### config.mk
export PLATFORM = sky130hd
export DESIGN_NAME = axis_rx_check_module_flat
export DESIGN_NICKNAME = d
export VERILOG_FILES = /design/src/rtl/axis_rx_check_module_if.sv /design/src/rtl/axis_rx_check_module.sv /design/src/flat_wrapper.sv
export SDC_FILE = /design/constraint.sdc
export NUM_CORES = 1
export LEC_CHECK = 0
export ABC_AREA = 0
export BUFFER_PORTS_ARGS = -buffer_cell sky130_fd_sc_hd__buf_2
export CAP_MARGIN = 20
export CORE_ASPECT_RATIO = 1.5
export CORE_MARGIN = 1
export CORE_UTILIZATION = 58
export CTS_CLUSTER_DIAMETER = 100
export CTS_CLUSTER_SIZE = 10
export DETAILED_ROUTE_END_ITERATION = 12
export PLACE_DENSITY = 0.93
export SLEW_MARGIN = 25
export SYNTH_ARGS = -nofsm -noshare
export SYNTH_HDL_FRONTEND = slang
export SYNTH_SLANG_ARGS = --single-unit
export TNS_END_PERCENT = 100
### constraint.sdc
create_clock -name i_clk -period 15.3 [get_ports i_clk]
set_input_delay 0.765 -clock i_clk [delete_from_list [all_inputs] [get_ports i_clk]]
set_output_delay 0.765 -clock i_clk [all_outputs]
set_load 0.02 [all_outputs]
### src/rtl/axis_rx_check_module_if.sv
// MAC receive AXI-Stream beat bus plus CRC result strobe, no ready (the sink must accept every beat).
interface axis_rx_check_module_if;
  logic [63:0] rdata;
  logic [79:0] ruser;
  logic [7:0]  rkeep;
  logic        rlast;
  logic        rvalid;
  logic        crc_valid;
  logic        crc_error;

  modport master (output rdata, ruser, rkeep, rlast, rvalid, crc_valid, crc_error);
  modport slave  (input  rdata, ruser, rkeep, rlast, rvalid, crc_valid, crc_error);
endinterface

### src/rtl/axis_rx_check_module.sv
// RX frame checker: payload pattern, length/keep and CRC status with saturating stats.
// Result one cycle after the completing edge; never back-pressures (no ready on the MAC RX stream).
module axis_rx_check_module #(
  parameter logic [63:0] P_PATTERN_SEED = 64'h0,
  parameter logic [15:0] P_MIN_LEN      = 16'd46,
  parameter logic [15:0] P_MAX_LEN      = 16'd1500,
  parameter logic [7:0]  P_CRC_TIMEOUT  = 8'd16
) (
  input  logic                          i_clk,
  input  logic                          i_rst,
  axis_rx_check_module_if.slave         s_axis,
  output logic                          o_frame_done,
  output logic                          o_frame_ok,
  output logic                          o_err_sticky,
  output logic [31:0]                   o_frame_cnt,
  output logic [31:0]                   o_good_cnt,
  output logic [31:0]                   o_data_err_cnt,
  output logic [31:0]                   o_len_err_cnt,
  output logic [31:0]                   o_crc_err_cnt
);

  typedef enum logic [1:0] {ST_IDLE, ST_PAYLOAD, ST_WAIT_CRC} state_e;

  state_e      state_q, state_d;
  logic [15:0] exp_len_q, exp_len_d;
  logic [15:0] beat_idx_q, beat_idx_d;
  logic [15:0] byte_cnt_q, byte_cnt_d;
  logic        data_flag_q, data_flag_d;
  logic        len_flag_q, len_flag_d;
  logic [7:0]  timer_q, timer_d;
  logic        done_q, done_d;
  logic        ok_q, ok_d;
  logic        sticky_q, sticky_d;
  logic [31:0] frame_cnt_q, frame_cnt_d;
  logic [31:0] good_cnt_q, good_cnt_d;
  logic [31:0] data_cnt_q, data_cnt_d;
  logic [31:0] len_cnt_q, len_cnt_d;
  logic [31:0] crc_cnt_q, crc_cnt_d;

  logic        first_beat;
  logic [15:0] idx;
  logic [63:0] exp_word;
  logic [7:0]  byte_mis;
  logic [3:0]  keep_pop;
  logic        keep_bad;
  logic [16:0] cnt_sum;
  logic [15:0] cnt_sat;
  logic [15:0] len_ref;
  logic        beat_data_flag;
  logic        beat_len_flag;
  logic        cmp_vld, cmp_data, cmp_len, cmp_crc, cmp_ok;

  logic unused_ruser;
  assign unused_ruser = &{1'b0, s_axis.ruser[79:16]};

  function automatic logic [31:0] sat_inc(input logic [31:0] v);
    return (v == 32'hFFFF_FFFF) ? v : v + 32'd1;
  endfunction

  // Evaluation of the beat on the bus, as if it were accepted this cycle.
  always_comb begin
    first_beat = (state_q != ST_PAYLOAD);
    idx        = first_beat ? 16'd0 : beat_idx_q;
    exp_word   = P_PATTERN_SEED + {48'd0, idx};
    keep_pop   = 4'd0;
    byte_mis   = 8'd0;
    for (int b = 0; b < 8; b++) begin
      keep_pop    = keep_pop + {3'd0, s_axis.rkeep[b]};
      byte_mis[b] = s_axis.rkeep[b] && (s_axis.rdata[8*b +: 8] != exp_word[8*b +: 8]);
    end
    if (s_axis.rlast) begin
      keep_bad = !(s_axis.rkeep inside {8'h01, 8'h03, 8'h07, 8'h0F, 8'h1F, 8'h3F, 8'h7F, 8'hFF});
    end else begin
      keep_bad = (s_axis.rkeep != 8'hFF);
    end
    cnt_sum        = {1'b0, (first_beat ? 16'd0 : byte_cnt_q)} + {13'd0, keep_pop};
    cnt_sat        = cnt_sum[16] ? 16'hFFFF : cnt_sum[15:0];
    len_ref        = first_beat ? s_axis.ruser[15:0] : exp_len_q;
    beat_data_flag = (!first_beat && data_flag_q) || (|byte_mis);
    beat_len_flag  = (!first_beat && len_flag_q) || keep_bad ||
                     (s_axis.rlast && ((cnt_sat != len_ref) || (cnt_sat < P_MIN_LEN) ||
                                       (cnt_sat > P_MAX_LEN)));
  end

  always_comb begin
    state_d     = state_q;
    exp_len_d   = exp_len_q;
    beat_idx_d  = beat_idx_q;
    byte_cnt_d  = byte_cnt_q;
    data_flag_d = data_flag_q;
    len_flag_d  = len_flag_q;
    timer_d     = timer_q;
    done_d      = 1'b0;
    ok_d        = ok_q;
    sticky_d    = sticky_q;
    frame_cnt_d = frame_cnt_q;
    good_cnt_d  = good_cnt_q;
    data_cnt_d  = data_cnt_q;
    len_cnt_d   = len_cnt_q;
    crc_cnt_d   = crc_cnt_q;
    cmp_vld     = 1'b0;
    cmp_data    = 1'b0;
    cmp_len     = 1'b0;
    cmp_crc     = 1'b0;
    cmp_ok      = 1'b0;

    // A strobe, a timeout or the next frame's first beat all close the waiting frame.
    if (state_q == ST_WAIT_CRC) begin
      if (s_axis.crc_valid || s_axis.rvalid || ((timer_q + 8'd1) >= P_CRC_TIMEOUT)) begin
        cmp_vld  = 1'b1;
        cmp_data = data_flag_q;
        cmp_len  = len_flag_q;
        cmp_crc  = s_axis.crc_valid ? s_axis.crc_error : 1'b1;
        state_d  = ST_IDLE;
      end else begin
        timer_d = timer_q + 8'd1;
      end
    end

    if (s_axis.rvalid) begin
      exp_len_d   = len_ref;
      byte_cnt_d  = cnt_sat;
      data_flag_d = beat_data_flag;
      len_flag_d  = beat_len_flag;
      beat_idx_d  = idx + 16'd1;
      timer_d     = 8'd0;
      if (!s_axis.rlast) begin
        state_d = ST_PAYLOAD;
      end else if (s_axis.crc_valid && (state_q != ST_WAIT_CRC)) begin
        cmp_vld  = 1'b1;
        cmp_data = beat_data_flag;
        cmp_len  = beat_len_flag;
        cmp_crc  = s_axis.crc_error;
        state_d  = ST_IDLE;
      end else begin
        state_d = ST_WAIT_CRC;
      end
    end

    if (cmp_vld) begin
      cmp_ok      = !(cmp_data || cmp_len || cmp_crc);
      done_d      = 1'b1;
      ok_d        = cmp_ok;
      sticky_d    = sticky_q || !cmp_ok;
      frame_cnt_d = sat_inc(frame_cnt_q);
      if (cmp_ok)   good_cnt_d = sat_inc(good_cnt_q);
      if (cmp_data) data_cnt_d = sat_inc(data_cnt_q);
      if (cmp_len)  len_cnt_d  = sat_inc(len_cnt_q);
      if (cmp_crc)  crc_cnt_d  = sat_inc(crc_cnt_q);
    end
  end

  always_ff @(posedge i_clk or posedge i_rst) begin
    if (i_rst) begin
      state_q     <= ST_IDLE;
      exp_len_q   <= 16'd0;
      beat_idx_q  <= 16'd0;
      byte_cnt_q  <= 16'd0;
      data_flag_q <= 1'b0;
      len_flag_q  <= 1'b0;
      timer_q     <= 8'd0;
      done_q      <= 1'b0;
      ok_q        <= 1'b0;
      sticky_q    <= 1'b0;
      frame_cnt_q <= 32'd0;
      good_cnt_q  <= 32'd0;
      data_cnt_q  <= 32'd0;
      len_cnt_q   <= 32'd0;
      crc_cnt_q   <= 32'd0;
    end else begin
      state_q     <= state_d;
      exp_len_q   <= exp_len_d;
      beat_idx_q  <= beat_idx_d;
      byte_cnt_q  <= byte_cnt_d;
      data_flag_q <= data_flag_d;
      len_flag_q  <= len_flag_d;
      timer_q     <= timer_d;
      done_q      <= done_d;
      ok_q        <= ok_d;
      sticky_q    <= sticky_d;
      frame_cnt_q <= frame_cnt_d;
      good_cnt_q  <= good_cnt_d;
      data_cnt_q  <= data_cnt_d;
      len_cnt_q   <= len_cnt_d;
      crc_cnt_q   <= crc_cnt_d;
    end
  end

  assign o_frame_done   = done_q;
  assign o_frame_ok     = ok_q;
  assign o_err_sticky   = sticky_q;
  assign o_frame_cnt    = frame_cnt_q;
  assign o_good_cnt     = good_cnt_q;
  assign o_data_err_cnt = data_cnt_q;
  assign o_len_err_cnt  = len_cnt_q;
  assign o_crc_err_cnt  = crc_cnt_q;

endmodule

### src/flat_wrapper.sv
// flat-port wrapper written by rule: the top's interface ports become plain ports
module axis_rx_check_module_flat 
#(
  parameter logic [63:0] P_PATTERN_SEED = 64'h0,
  parameter logic [15:0] P_MIN_LEN      = 16'd46,
  parameter logic [15:0] P_MAX_LEN      = 16'd1500,
  parameter logic [7:0]  P_CRC_TIMEOUT  = 8'd16
)
  (i_clk, i_rst, o_frame_done, o_frame_ok, o_err_sticky, o_frame_cnt, o_good_cnt, o_data_err_cnt, o_len_err_cnt, o_crc_err_cnt, s_axis_rdata, s_axis_ruser, s_axis_rkeep, s_axis_rlast, s_axis_rvalid, s_axis_crc_valid, s_axis_crc_error);
  axis_rx_check_module_if s_axis_i ();
  input  logic i_clk;
  input  logic i_rst;
  output logic o_frame_done;
  output logic o_frame_ok;
  output logic o_err_sticky;
  output logic [31:0] o_frame_cnt;
  output logic [31:0] o_good_cnt;
  output logic [31:0] o_data_err_cnt;
  output logic [31:0] o_len_err_cnt;
  output logic [31:0] o_crc_err_cnt;
  input wire logic [$bits(s_axis_i.rdata)-1:0] s_axis_rdata;
  input wire logic [$bits(s_axis_i.ruser)-1:0] s_axis_ruser;
  input wire logic [$bits(s_axis_i.rkeep)-1:0] s_axis_rkeep;
  input wire logic [$bits(s_axis_i.rlast)-1:0] s_axis_rlast;
  input wire logic [$bits(s_axis_i.rvalid)-1:0] s_axis_rvalid;
  input wire logic [$bits(s_axis_i.crc_valid)-1:0] s_axis_crc_valid;
  input wire logic [$bits(s_axis_i.crc_error)-1:0] s_axis_crc_error;
  assign s_axis_i.rdata = s_axis_rdata;
  assign s_axis_i.ruser = s_axis_ruser;
  assign s_axis_i.rkeep = s_axis_rkeep;
  assign s_axis_i.rlast = s_axis_rlast;
  assign s_axis_i.rvalid = s_axis_rvalid;
  assign s_axis_i.crc_valid = s_axis_crc_valid;
  assign s_axis_i.crc_error = s_axis_crc_error;
  axis_rx_check_module #(.P_PATTERN_SEED(P_PATTERN_SEED), .P_MIN_LEN(P_MIN_LEN), .P_MAX_LEN(P_MAX_LEN), .P_CRC_TIMEOUT(P_CRC_TIMEOUT)) u_core (.i_clk(i_clk), .i_rst(i_rst), .s_axis(s_axis_i), .o_frame_done(o_frame_done), .o_frame_ok(o_frame_ok), .o_err_sticky(o_err_sticky), .o_frame_cnt(o_frame_cnt), .o_good_cnt(o_good_cnt), .o_data_err_cnt(o_data_err_cnt), .o_len_err_cnt(o_len_err_cnt), .o_crc_err_cnt(o_crc_err_cnt));
endmodule
=== After elaboration in Yosys (flattened, before gate mapping) ===
Cells that the tools add are included.

* $add $sub $neg: 15
* $mul: 0
* Div/mod/pow operators: 0
* $lt $le $gt $ge: 3
* Equality and inequality tests: 21
* Shifts and indexed selects: 0
* Muxes and demuxes: 35
* Bitwise gates (word level): 6
* Reduce and logical (&&, ||, !) cells: 42

{| class="wikitable"
|+ Operator list
! kind !! number
|-
| $add 32x1->32 const B || 5
|-
| $eq 32x32->1 const B || 5
|-
| $mux 16 || 4
|-
| $reduce_bool 8->1 || 7
|-
| $add 4x1->4 || 6
|-
| $mux 8 || 3
|-
| $mux 1 || 23
|-
| $add 16x4->17 || 1
|-
| $add 16x1->16 const B || 1
|-
| $gt 16x11->1 const B || 1
|-
| $lt 16x6->1 const B || 1
|-
| $ne 16x16->1 || 1
|-
| $ne 8x8->1 || 2
|-
| $logic_and 1x1->1 || 12
|-
| $reduce_and 3->1 || 4
|-
| $logic_or 1x1->1 || 10
|-
| $mux 2 || 5
|-
| $add 8x1->8 const B || 1
|-
| $eq 8x1->1 const B || 1
|-
| $eq 8x2->1 const B || 1
|-
| $eq 8x3->1 const B || 1
|-
| $eq 8x4->1 const B || 1
|-
| $eq 8x5->1 const B || 1
|-
| $eq 8x6->1 const B || 1
|-
| 13 further kinds || 24
|}

* Flip-flop bits (word level): 223
* Bits in latches: 0
* Bits in writable memories: 0
* Memory bits (read-only): 0
* Input bits: 158
* Logic and storage cells: 137
* Memories: 0

=== Longest topological paths before layout ===
* Word-level depth: 21
* Depth in mapped cells: 23
* Depth with buffers taken out: 20

=== Least setup slack after synthesis ===
No wires, ideal clock.

* Path kind: input -> register
* Start point: input port s_axis_rkeep[1]
* End point: register u_core.good_cnt_q[18], in the netlist u_core.o_good_cnt[18]
* Library setup time: 80 ps
* Arrival: 6,567 ps
* Data required time: 15,220 ps
* Setup slack: 8,653 ps
* Stages on the path: 20
* Buffers on the path: 1
* Path through: inv_1 ha_1 fa_1 fa_1 fa_1 inv_1 fa_1 fa_1 a211oi_2 nor2_1 nand3_1 a31oi_1 or4_1 or4_1 nor4_2 a31oi_2 or3_4 buf_6 nor3b_2 xor2_1

* Longest elaborated chain between the ends: 21
* Elaborated cells on any way between the ends: 42
* Classes of those cells: add/sub (8); order compare (2); eq/ne (10); mux (8); bitwise (1); reduce/logical (13)

{| class="wikitable"
|+ Ends and longest elaborated chain
! element !! RTL line !! text
|-
| start, declared || flat_wrapper.sv:23 || <nowiki>input wire logic [$bits(s_axis_i.rkeep)-1:0] s_axis_rkeep;</nowiki>
|-
| $add 1x1->2 || axis_rx_check_module.sv:68 || <nowiki>keep_pop = keep_pop + {3'd0, s_axis.rkeep[b]};</nowiki>
|-
| $add 4x1->4 (6 in a row) || axis_rx_check_module.sv:68 ||
|-
| $add 16x4->17 || axis_rx_check_module.sv:76 || <nowiki>cnt_sum = {1'b0, (first_beat ? 16'd0 : byte_cnt_q)} + {13'd0, keep_pop};</nowiki>
|-
| $mux 16 || axis_rx_check_module.sv:77 || <nowiki>cnt_sat = cnt_sum[16] ? 16'hFFFF : cnt_sum[15:0];</nowiki>
|-
| $lt 16x6->1 or $ne 16x16->1 (tied branches) || axis_rx_check_module.sv:81 || <nowiki>(s_axis.rlast && ((cnt_sat != len_ref) || (cnt_sat < P_MIN_LEN) ||</nowiki>
|-
| $logic_or 1x1->1 (2 in a row) || axis_rx_check_module.sv:81 ||
|-
| $logic_and 1x1->1 || axis_rx_check_module.sv:81 ||
|-
| $logic_or 1x1->1 || axis_rx_check_module.sv:80 || <nowiki>beat_len_flag = (!first_beat && len_flag_q) || keep_bad ||</nowiki>
|-
| $mux 1 || axis_rx_check_module.sv:129 || <nowiki>end else if (s_axis.crc_valid && (state_q != ST_WAIT_CRC)) begin</nowiki>
|-
| $mux 1 || axis_rx_check_module.sv:127 || <nowiki>if (!s_axis.rlast) begin</nowiki>
|-
| $mux 1 || axis_rx_check_module.sv:120 || <nowiki>if (s_axis.rvalid) begin</nowiki>
|-
| $logic_or 1x1->1 * (2 in a row) || axis_rx_check_module.sv:141 || <nowiki>cmp_ok = !(cmp_data || cmp_len || cmp_crc);</nowiki>
|-
| $not 1->1 (no source line) * || n/a ||
|-
| $reduce_and 3->1 (no source line) * || n/a ||
|-
| end signal, assigned || axis_rx_check_module.sv:182 || <nowiki>good_cnt_q <= good_cnt_d;</nowiki>
|-
| end, declared || axis_rx_check_module.sv:35 || <nowiki>logic [31:0] good_cnt_q, good_cnt_d;</nowiki>
|}

Mark *: on every way between the ends. The rest lies on a longest branch, timed or not.
A chain may end at the register's enable or synchronous reset.

=== Worst setup path after layout ===
* Start point: input port s_axis_rkeep[0]
* End point: register u_core.good_cnt_q[22], in the netlist u_core.o_good_cnt[22]

Same word-level chain as after synthesis.

==> results list <==
- VDD sags by at most 0.000107 V.
- sky130_fd_sc_hd__dfrtp_1 takes more of the synthesized area than any other cell.
- Routed via count: 10500
- The synthesized design contains 223 register bits.
* Maximum number of pins on one net before global-route repair: 142
- Floorplan die width: 119 um
* Synthesized area: 12000 sq um
- Via/cell ratio: 6.08
- After global routing the overflow that remains totals 0.
- Averaged over all synthesized cells, the footprint is 9.93 sq um.
* Max-capacitance violation count: 0
- Post-CTS resize count: 0
- Part of the power in the clock network: 33.5%
- Final period demand of the worst path: 7800 ps
- IO Port Bufs: 256
- The wire-length estimate of the detail-placed layout is 22200 um.
* Syn-to-layout area delta: 18.4%
* Share of synthesized flip-flops with an asynchronous set or reset: 100%
- Setup_tns: 0 ps
* RSZ-0062 raised after global routing: no
* Final-report max-slew violation count: 0
- CTS placed an instance of sky130_fd_sc_hd__clkbuf_16 at the clock tree root.
- Counting tap cells, the placed design contains a total of 1695 instances.
- In this run the worst setup path begins at s_axis_rkeep[0].
- Hold Vio Cnt, Final: 0
* Sequential fraction of design power: 44.9%
- TritonCTS built the clock tree.
- Internal power summed over all cells: 1.08 mW
- The setup path with the least slack is of type input pin to register.
- Last weighted congestion value of the routability-driven placer: 0.922
* Slew at the pin closest to its max-slew limit: 957 ps
* TritonCTS Buffers: 26
- Number of rows created at floorplan: 64
- Maximum level of the CTS H-tree: 1
- Clk Latency, worst-skew pair: 510 ps
- The worst register-to-register path has a setup slack of 8740 ps.
- Number of cells on the worst reg-to-reg path: 16
* Count of flip-flops with a built-in enable after synthesis: 0
* Worst endpoint required time: 15730 ps
- Finished Layout Cells: 1723
- Synthesis produced 1206 cells.
* Worst path arrival time: 8240 ps
* First-pass GRT wire length: 49000 um
* Crit. End Element: register
- Startpoint of the lowest-slack register-to-register path: u_core.state_q[0]
* Number of library cell types mapped by synthesis: 69
* Routed wirelength normalized by instance count: 18.0 um
* Final nets: 1637
* Finish-stage setup viols: 0
- The via count of the first global-routing pass is 10200.
- Once the floorplan was initialized, standard cells occupied 58.9% of the core.
* Maximum frequency from static timing analysis: 128 MHz
* Final period utilization: 51.0%
- Fraction of layout instances using a drive strength above 1: 23.5%
- The worst hold path belongs to the class input pin to asynchronous set/reset pin.
- Yosys warns: 0
* Post-route DRC violation count: 0
- Total GRT Usage: 28.4%
- The endpoint identified for the worst register-to-register timing path is u_core.o_good_cnt[22].
- Among all flip-flop cells after synthesis, the most frequent one is sky130_fd_sc_hd__dfrtp_1.
- 321 I/O pins were placed.
- Of the total power, combinational logic draws 21.6%.
* Status: completed
- Buffers inserted to repair hold after CTS numbered 0.
- Top cells by area, synth: sky130_fd_sc_hd__dfrtp_1, sky130_fd_sc_hd__xnor2_1, sky130_fd_sc_hd__xor2_1
- Proportion of netlist area held by the largest area contributor: 46.6%
- Floorplan die height: 178 um
- Critical path destination: u_core.o_good_cnt[22]
* Number of buffers added for setup after CTS: 0
- For this design the ratio of total power to cell area is 112 nW/um^2.
- Maximum fanout along the worst path: 22
- The die covers 21200 sq um.
* Wire length after detailed routing: 31000 um
- Summing the sequential cell areas from Yosys gives 46.6% of the chip area.
- Clock-pin slew was measured on the worst setup and hold paths at 50 ps.
- Measured against its own limit, the worst slew margin works out to 36.0%.
* Area used by sequential logic in the layout: 5580 sq um
- The detail route stage leaves a number of antenna-violating nets equal to 0.
- STA classifies the critical path startpoint as an input pin.
* Initial antenna violation count: 0
- Antenna fix cells: 0
- Leak Pwr: 6.90 nW
- The number of nets handed over by synthesis was 1384.
- Clock sink count: 223
- The layout has 1453 filler cells.
- In this run the standard cell core region covers 20300 sq um.
* Multi-input gate area: 6100 sq um
- Clock tree skew after final layout: 12.3 ps
* Switching part of the total power: 31.6%
* Pre-Repair DR Iteration Count: 5
- Power spent charging and discharging nets: 501 uW
* Worst-case clock buffer depth: 3
- Initial drt markers: 757
flip-flops by register name, summed over array words and instances (netlist names), 2 cells and up:
signal                 cells
u_core.exp_len_q          16
u_core.o_crc_err_cnt      32
u_core.timer_q             8
u_core.o_good_cnt         32
u_core.o_frame_cnt        32
u_core.o_len_err_cnt      32
u_core.o_data_err_cnt     32
u_core.state_q             2
u_core.byte_cnt_q         16
u_core.beat_idx_q         16
synthesized netlist by cell type, drive strengths merged (2+ instances only):
library cell and count:
dfrtp 223, xnor2 118, nand2 111, nor2 89, nand3 86, xor2 73, and3 44, nor3 43
inv 41, nand4 38, a21oi 31, o21ai 28, clkbuf 26, mux2 26, and2 25, nor4 25
a31oi 17, and4 15, ha 15, buf 10, o211ai 10, o32ai 10, nand2b 9, a211oi 7
mux2i 7, nor3b 6, nor4bb 6, o31ai 6, fa 5, nand3b 5, nor2b 4, or3 4
or4 4, a211o 3, nand4b 3, nor4b 3, o2111ai 3, o21a 3, a32oi 2, and4b 2
o221ai 2, o2bb2ai 2, o41ai 2, or2 2
critical path: stages:
cell	delay, ps
sky130_fd_sc_hd__buf_2	140
sky130_fd_sc_hd__ha_1	310
sky130_fd_sc_hd__fa_1	510
sky130_fd_sc_hd__fa_1	430
sky130_fd_sc_hd__fa_1	370
sky130_fd_sc_hd__inv_1	100
sky130_fd_sc_hd__fa_1	470
sky130_fd_sc_hd__fa_1	480
sky130_fd_sc_hd__a211oi_2	550
sky130_fd_sc_hd__nor2_1	320
sky130_fd_sc_hd__nand3_1	610
sky130_fd_sc_hd__a31oi_1	170
sky130_fd_sc_hd__or4_1	560
sky130_fd_sc_hd__or4_1	470
sky130_fd_sc_hd__nor4_2	450
sky130_fd_sc_hd__a31oi_2	340
sky130_fd_sc_hd__or3_4	650
sky130_fd_sc_hd__nor4_1	350
sky130_fd_sc_hd__xor2_1	190
stage by stage:
| step | hold WS (ps) | setup WS, ps | instance area (sq um) | util (%) | total power, mW |
|---|---|---|---|---|---|
| 3_3_place_gp | 449 | 7220 | 13500 | 66.3 | 1.04 |
| 2_1_floorplan | 479 | 8430 | 12000 | - | 0.940 |
| 4_1_cts | 473 | 7630 | 14200 | 69.7 | 1.59 |
| 6_report | 324 | 7500 | 14200 | 69.7 | 1.59 |
| 5_1_grt | 448 | 7290 | 14200 | 69.7 | 1.66 |
| 3_5_place_dp | 452 | 7110 | 13500 | 66.3 | 1.06 |
layout by cell type, fill, tap and decap left out, types with 27 or more instances in the layout:
cell type	synthesis	final
sky130_fd_sc_hd__buf_2	5	256
sky130_fd_sc_hd__nand4_1	37	37
sky130_fd_sc_hd__o21ai_0	27	27
sky130_fd_sc_hd__xor2_1	73	73
sky130_fd_sc_hd__nand2_1	111	111
sky130_fd_sc_hd__a21oi_1	31	31
sky130_fd_sc_hd__nand3_1	86	86
sky130_fd_sc_hd__xnor2_1	118	118
sky130_fd_sc_hd__nor3_1	30	30
sky130_fd_sc_hd__inv_1	41	40
sky130_fd_sc_hd__nor2_1	89	89
sky130_fd_sc_hd__dfrtp_1	223	223
sky130_fd_sc_hd__and3_1	44	44
sky130_fd_sc_hd__clkbuf_16	0	27
routing by layer:
metal	GRT usage, %	up-vias	share of wire (%)
li1	-	4768	-
met1	31.5	5155	36
met2	52.9	445	53
met3	4.38	104	6.2
met4	13.7	0	4.5
met5	0	-	0
final cells by class:
| type | instances | area share (%) |
|---|---|---|
| Multi-Input combinational cell | 906 | 43.0 |
| Tap cell | 264 | 2.33 |
| Sequential cell | 223 | 39.3 |
| Inverter | 41 | 1.17 |
| Clock inverter | 1 | 0.0618 |
| Clock buffer | 27 | 4.76 |
| Timing Repair Buffer | 261 | 9.33 |
power groups by stage:
stage               Combinational, mW  Sequential, mW  Clock (mW)
global placement                0.327           0.714           0
finish                          0.342           0.713       0.531
global route                    0.374           0.719       0.562
detailed placement              0.339           0.719           0
CTS                             0.342           0.710       0.539
floorplan                       0.202           0.737           0
worst min-delay path by stage:
| stage | from | to | slack, ps | cells after the start |
|---|---|---|---|---|
| 2_1_floorplan | u_core.exp_len_q[0] | u_core.exp_len_q[0] | 480 | 1 |
| 3_3_place_gp | u_core.o_err_sticky | u_core.o_err_sticky | 450 | 1 |
| 3_5_place_dp | u_core.o_err_sticky | u_core.o_err_sticky | 450 | 1 |
| 4_1_cts | u_core.o_err_sticky | u_core.o_err_sticky | 470 | 1 |
| 5_1_grt | i_rst | u_core.o_data_err_cnt[26] | 450 | 2 |
| 6_report | i_rst | u_core.o_data_err_cnt[28] | 320 | 2 |
kinds of logic after synthesis:
| group | after synthesis | share of synthesized area, % |
|---|---|---|
| fa+ha+maj | 20 | 2.40 |
| flops | 223 | 46.6 |
| buf+inv | 77 | 2.53 |
| xor+xnor | 191 | 14.0 |
| simple gates | 524 | 23.7 |
| compound gates | 138 | 7.79 |
| mux | 33 | 3.03 |
Note: power is estimated with default switching activity, not from simulation.
